## src/rtl/sha256_msg_seq.sv

```systemverilog
// ============================================================================
// Module   : sha256_msg_seq
// Brief    : Multi-block message sequencer for an iterative SHA-256 core;
//            chains the hash across blocks and returns the final digest.
//            Optional watchdog enabled with macro SHA256_SEQ_WDOG_EN.
// Revision : 1.0 - initial release
// ============================================================================
`default_nettype none

module sha256_msg_seq #(
    parameter logic [255:0] IV      = 256'h6A09E667BB67AE853C6EF372A54FF53A510E527F9B05688C1F83D9AB5BE0CD19,
    parameter int unsigned  TIMEOUT = 80
) (
    input  logic         clk,
    input  logic         rst,
    input  logic         blk_valid,
    output logic         blk_ready,
    input  logic [511:0] blk_data,
    input  logic         blk_first,
    input  logic         blk_last,
    output logic         dig_valid,
    input  logic         dig_ready,
    output logic [255:0] dig_data,
    output logic         busy,
    output logic [255:0] core_H_in,
    output logic [511:0] core_M_in,
    output logic         core_input_valid,
    input  logic [255:0] core_H_out,
    input  logic         core_output_valid
`ifdef SHA256_SEQ_WDOG_EN
    ,
    output logic         err
`endif
);

    typedef enum logic [1:0] {
        S_IDLE = 2'd0,
        S_LOAD = 2'd1,
        S_WAIT = 2'd2,
        S_DONE = 2'd3
    } state_t;

    state_t         r_state;
    state_t         w_state_nxt;
    logic [255:0]   r_h;
    logic [511:0]   r_m;
    logic           r_last;
    logic           r_msg_active;
    logic [255:0]   r_dig;
    logic           w_accept;
    logic           w_core_done;

`ifdef SHA256_SEQ_WDOG_EN
    localparam int unsigned c_WDOG_W = (TIMEOUT > 2) ? $clog2(TIMEOUT) + 1 : 2;
    logic [c_WDOG_W-1:0] r_wdog_cnt;
    logic                r_err;
    logic                w_timeout;
    assign err = r_err;
`else
    // TIMEOUT only matters with the watchdog; still reject nonsense values.
    if (TIMEOUT < 2) begin : g_timeout_check
        $error("sha256_msg_seq: TIMEOUT must be at least 2");
    end
`endif

    assign blk_ready        = (r_state == S_IDLE) && !rst;
    assign core_input_valid = (r_state == S_LOAD);
    assign core_H_in        = r_h;
    assign core_M_in        = r_m;
    assign dig_valid        = (r_state == S_DONE);
    assign dig_data         = r_dig;
    assign busy             = r_msg_active || (r_state != S_IDLE);

    always_ff @(posedge clk) begin
        if (rst) begin
            r_state <= S_IDLE;
        end else begin
            r_state <= w_state_nxt;
        end
    end

    always_comb begin
        w_state_nxt = r_state;
        w_accept    = 1'b0;
        w_core_done = 1'b0;
`ifdef SHA256_SEQ_WDOG_EN
        w_timeout   = 1'b0;
`endif
        case (r_state)
            S_IDLE: begin
                if (blk_valid && blk_ready) begin
                    w_accept    = 1'b1;
                    w_state_nxt = S_LOAD;
                end
            end
            S_LOAD: w_state_nxt = S_WAIT;
            S_WAIT: begin
                // Core strobes are only meaningful here; elsewhere they are ignored.
                if (core_output_valid) begin
                    w_core_done = 1'b1;
                    w_state_nxt = r_last ? S_DONE : S_IDLE;
                end
`ifdef SHA256_SEQ_WDOG_EN
                else if (r_wdog_cnt == c_WDOG_W'(TIMEOUT - 1)) begin
                    w_timeout   = 1'b1;
                    w_state_nxt = S_IDLE;
                end
`endif
            end
            S_DONE: begin
                if (dig_ready) begin
                    w_state_nxt = S_IDLE;
                end
            end
            default: w_state_nxt = S_IDLE;
        endcase
    end

    always_ff @(posedge clk) begin
        if (rst) begin
            r_h          <= IV;
            r_m          <= '0;
            r_last       <= 1'b0;
            r_msg_active <= 1'b0;
            r_dig        <= '0;
`ifdef SHA256_SEQ_WDOG_EN
            r_wdog_cnt   <= '0;
            r_err        <= 1'b0;
`endif
        end else begin
            if (w_accept) begin
                r_m          <= blk_data;
                r_last       <= blk_last;
                r_msg_active <= 1'b1;
                // A new first block abandons any chain in progress.
                if (blk_first || !r_msg_active) begin
                    r_h <= IV;
                end
            end
            if (w_core_done) begin
                r_h <= core_H_out;
                if (r_last) begin
                    r_dig        <= core_H_out;
                    r_msg_active <= 1'b0;
                end
            end
`ifdef SHA256_SEQ_WDOG_EN
            r_err <= w_timeout;
            if (r_state == S_LOAD) begin
                r_wdog_cnt <= '0;
            end else if (r_state == S_WAIT) begin
                r_wdog_cnt <= r_wdog_cnt + 1'b1;
            end
            if (w_timeout) begin
                r_msg_active <= 1'b0;
                r_h          <= IV;
            end
`endif
        end
    end

endmodule

`default_nettype wire

```

## config.mk

```make
export PLATFORM = sky130hd
export DESIGN_NAME = sha256_msg_seq
export DESIGN_NICKNAME = d
export VERILOG_FILES = /design/src/rtl/sha256_msg_seq.sv
export SDC_FILE = /design/constraint.sdc
export NUM_CORES = 2
export LEC_CHECK = 0
export CAP_MARGIN = 20
export CELL_PAD_IN_SITES_DETAIL_PLACEMENT = 0
export CELL_PAD_IN_SITES_GLOBAL_PLACEMENT = 1
export CORE_AREA = 2 2 710 712
export CTS_CLUSTER_SIZE = 14
export DETAILED_ROUTE_END_ITERATION = 6
export DIE_AREA = 0 0 712 714
export PLACE_DENSITY = 0.3
export SYNTH_ARGS = -nofsm -noshare
export SYNTH_HDL_FRONTEND = slang
export SYNTH_SLANG_ARGS = --single-unit
```

## constraint.sdc

```tcl
create_clock -name clk -period 2.35 [get_ports clk]
set_clock_uncertainty 0.1 [all_clocks]
set_input_delay 0.3525 -clock clk [delete_from_list [all_inputs] [get_ports clk]]
set_output_delay 0.3525 -clock clk [all_outputs]
set_load 0.03 [all_outputs]
```

* Yosys cells after proc, flatten, opt, wreduce, memory -nomap -nowiden *
Cells that the tools add are included.

storage, ports and cells
  flip-flop bits (word level) = 1028
  input port bits = 775
  output and inout bits = 1028
  word-level logic and storage cells = 40

cells by class
  equal/unequal tests = 6
  muxes and demuxes = 15
  reduce and logical (&&, ||, !) cells = 13

operators with widths
  cell                  number
  $mux W256             3
  $mux W2               4
  $pmux W2 S4           1
  $mux W1               7
  $reduce_bool A2 Y1    3
  $eq A2 B2 Y1 const B  2
  $ne A2 B1 Y1 const B  2
  $reduce_and A2 Y1     2
  $reduce_and A3 Y1     1
  $eq A2 B1 Y1 const B  1
  $logic_and A1 B1 Y1   2
  $logic_not A1 Y1      2
  $logic_not A2 Y1      1
  $logic_or A1 B1 Y1    2
  $ne A2 B2 Y1 const B  1

* Longest topological paths before layout *
  depth after elaboration = 8
  depth in mapped cells = 7
  mapped depth without buffers = 3

* Worst setup path after synthesis *
Ideal clock, no wire load.

  kind = register -> register
  start point = register r_state[0]
  end point = register r_h[103] (netlist: core_H_in[103])
  library setup time = 117 ps
  data arrival time = 1747 ps
  data required time = 2133 ps
  path slack = 386 ps
  stages on the path, launching flop included = 7
  buffers on the path = 3
  period minus slack after synthesis = 1964 ps
  cell sequence = dfxtp_1 > buf_2 > or4b_1 > o211a_1 > buf_6 > buf_6 > a22o_1

between the ends
  word-level cells in the longest chain between the ends = 7
  elaborated cells between the ends (all ways) = 11
  those cells by class = eq/ne: 1; mux: 4; reduce/logical: 6

RTL lines
  item                                 RTL line  RTL
  start, declared                      43        state_t r_state;
  start signal, assigned               78        r_state <= w_state_nxt;
  $logic_not A2 Y1                     66, 89
  $logic_and A1 B1 Y1                  66        assign blk_ready = (r_state == S_IDLE) && !rst;
  $logic_and A1 B1 Y1                  91        if (blk_valid && blk_ready) begin
  $mux W1                              91
  $mux W1                              89        case (r_state)
  $reduce_bool A2 Y1 (no source line)  --
  $reduce_and A2 Y1 (no source line)   --
  end signal, assigned                 141       r_h <= core_H_out;
  end, declared                        45        logic [255:0] r_h;

Several ways; a longest one is shown, not always the timed one.
A chain may end at the register's enable or synchronous reset.

* Final worst setup path *
  start point = register r_state[1]
  end point = output port busy

between the ends
  word-level cells in the longest chain between the ends = 2

RTL lines
  item                RTL line  RTL
  $reduce_bool A2 Y1  72        assign busy = r_msg_active || (r_state != S_IDLE);
  $logic_or A1 B1 Y1  72
  end, declared       24        output logic busy,

Every way passes these cells.

==> results.md <==
- PwrDens: 736 nW/µm²
- Starting Density: 6.79%
- Total number of vias: 38200
- Number of global-route vias before repair: 39100
- Register bit total from synthesis: 1028
- Type of destination of the critical path: output port
- Max Buffers Root-to-Sink: 4
- Worst min-delay path startpoint: core_H_out[177]
- Final weighted congestion of routability-driven global placement: 0.944
- Share of cells above drive strength 1: 12.0%
- Warnings from Yosys: 0
- Worst Slack Setup Final: 0.0899 ns
- Area of the die: 508000 µm²
- Reg-to-reg critical path startpoint: r_state[1]
- Via density: 2.89
- Share of power burned in registers: 36.1%
- Worst hold path cell count: 3
- Final Core Density: 14.2%
- Filler Cells Inserted: 57300
- Number of buffers added by the clock tree synthesis step: 159
- Post-Layout Inst Area: 71100 µm²
- Io pins: 1803
- Max Cap Violations: 0
- Combined global-route utilization of all metal layers: 13.1%
- Mean instance size in the synthesized netlist: 8.65 µm²
- Required time worst endpoint: 1.90 ns
- Wire length of the first global-routing pass: 438 mm
- Clk sinks: 1028
- Maximum fanout along the worst path: 5
- Run status: finished clean
- Number of DRC violations after detailed-routing iteration 0: 1830
- Top-area cell type share of the netlist area: 60.6%
- Internal power summed over all cells: 36.5 mW
- Detail Placement HPWL: 299 mm
- Total gr overflow: 0
- Initial antenna violation count: 128
- Sequential share of the synthesized area: 60.6%
- Count of endpoints failing hold in the final timing report: 0
- Met1 Wirelength: 129 mm
- Worst setup timing slack at the placement stage: -0.506 ns
- Routed wire length on met3: 29.0 mm
- Endpoint of the most critical register-to-register path: core_H_in[210]
- Top routing layer used: met5
- Net switching power: 15.8 mW
- Post-route DRC: 0
- Cell area after placement: 60800 µm²
- Category of the critical setup timing path: register to output port
- Detailed-route wire length: 348 mm
- Maximum number of pins on one net before global-route repair: 135
- Pin slew with the least headroom to its limit: 1.13 ns
- Share of total power in combinational logic: 16.4%
- Area of the core region: 500000 µm²
- Crit start category: register
- Number of standard cells after synthesis: 3929
- Min Clock Period, post-route: 2.26 ns
- TritonCTS clock tree: yes
- Endpoint arrival time on the critical path: 1.81 ns
- Syn nets: 4704
- Post-synth cell types: 27
- Max-slew headroom: 24.7%
- Minimum hold slack: 0.0998 ns
- Highest clock rate: 442 MHz
- CTS HTree Levels: 4
- Wire per inst: 26.4 µm
- Clk pin slew, worst setup/hold paths: 0.06 ns
- Number of detailed-route iterations in the first pass: 5
- RSZ-0062 raised after global routing: true
- Reg2Reg Depth: 5
- Routed wl met2: 175 mm
- Count of pins over their slew limit: 0
- Setup-failing EPs final: 0
- Worst hold endpoint: dig_data[177]
- Die boundary width: 712 µm
- Number of nets in the layout: 7123
- Clock group share of total power: 47.6%
- Worst Hold Class: primary input to register
- Count of nets left with antenna violations after detail routing: 0
- Switching Fraction: 30.2%
- Floorplan die height: 714 µm
- Root buffer cell: clkbuf_16
- Highest ir drop seen on vdd: 0.485 mV
- Rows: 260
- Latest clock arrival within the worst-skew pair: 0.86 ns
- Leakage: 27.0 nW
- Number of port buffers: 1802
- Share of the clock period used by the worst path: 96.2%
- R2R Setup Slk: 0.15 ns
- Growth of design area from synthesis to finish: 109%
- Cell Area, Synth: 34000 µm²
- Leading cell types by total area after synthesis: dfxtp_1, nand2_1, o21ai_0, a21oi_1, o22a_1
- Cell taking the most area after synthesis: dfxtp_1
==> how the worst max path moves through the flow <==
| stage | from | endpoint | slack (ns) | cells after the start |
|---|---|---|---|---|
| detailed placement | blk_valid | core_M_in[496] | -0.51 | 9 |
| floorplan | r_state[0] | core_H_in[103] | 0.39 | 6 |
| finish | r_state[1] | busy | 0.09 | 2 |
| global route | r_state[1] | busy | -0.04 | 2 |
| CTS | r_state[1] | busy | -0.06 | 2 |
| global placement | blk_valid | core_M_in[431] | -0.50 | 8 |
==> cell usage after synthesis <==
library cell,count
a22o_1,120
nor4b_4,1
o22a_1,136
a211oi_1,1
clkbuf_1,227
o21ai_0,513
nand2b_1,3
nand2_1,1539
buf_2,62
buf_1,8
o211a_1,1
inv_1,1
buf_6,13
nor2_1,3
nor2b_1,2
or4b_1,1
nand4b_1,1
dfxtp_1,1028
or3_1,1
nand3b_1,1
and4b_1,1
nor3_1,2
buf_4,4
a31oi_1,1
a21oi_1,257
and2_1,1
o211ai_1,1
==> layer usage <==
layer,up-vias,global-route usage [%]
met2,1456,23.7
li1,18000,-
met3,391,4.90
met1,18300,13.9
met5,-,0
met4,58,4.91
==> final cells by class <==
cell class              instances  area, µm²  share of cell area [%]
inverters                       1       11.3                  0.0158
clock buffers                 228       4630                    6.52
flip-flops and latches       1028      20600                    29.0
multi-input cells            2586      12100                    17.0
clock inverters                48        651                   0.915
well taps                    6681       8360                    11.8
diodes                         45        113                   0.158
repair buffers               2572      24600                    34.7
==> power groups by stage <==
stage	logic, mW	clock network, mW	registers (mW)
finish	8.57	24.9	18.9
detailed placement	8.31	0	19.3
CTS	8.90	26.2	18.9
global route	9.09	26.7	19.0
floorplan	1.26	0	20.7
global placement	8.34	0	19.3
==> state kept, by name, indices dropped and copies added (netlist names) <==
name,flops
r_msg_active,1
core_M_in,512
dig_data,256
core_H_in,256
r_last,1
r_state,2
==> metrics by stage <==
| step | setup TNS, ns | power [mW] | cells |
|---|---|---|---|
| after floorplan | 0 | 22.0 | 3929 |
| after global routing | -0.0768 | 54.7 | 13200 |
| after detailed placement | -252.46 | 27.6 | 12300 |
| final | 0 | 52.3 | 13200 |
| after CTS | -0.144 | 54.0 | 13100 |
| after global placement | -245.65 | 27.6 | 12300 |
==> critical path, stage by stage, from the launching register on <==
cell	delay, ns
dfxtp_4	0.37
or3_4	0.41
buf_12	0.16
==> logic make-up (layout without fill, tap and decap cells) <==
| group | count (synthesis) | count (layout) | synth area share, % |
|---|---|---|---|
| and+or+nand+nor | 1556 | 1556 | 17.4 |
| AOI/OAI and AO/OA | 1030 | 1030 | 18.0 |
| other | 0 | 45 | 0 |
| DFF | 1028 | 1028 | 60.6 |
| buffers and inverters | 315 | 2849 | 4.04 |
==> cells in the final DEF, fill, tap and decap left out, drive strengths merged, types with 9 or more instances in the layout <==
master and count:
nand2 1539, dfxtp 1028, clkdlybuf4s50 773, dlygate4sd2 700, dlygate4sd3 560, o21ai 513, buf 445, a21oi 257
clkbuf 230, o22a 136, a22o 120, clkdlybuf4s15 91, diode 45, clkinv 23, bufinv 11, clkinvlp 9
==> timing repair <==
action                     4_1_cts  5_1_grt
pin swaps                        2        0
hold endpoints to repair       685        0
buffers inserted                 4        1
setup endpoints to repair     1281        8
hold buffers                   560        0
gates resized for setup        972        7
Power figures use the tool's default switching activity.
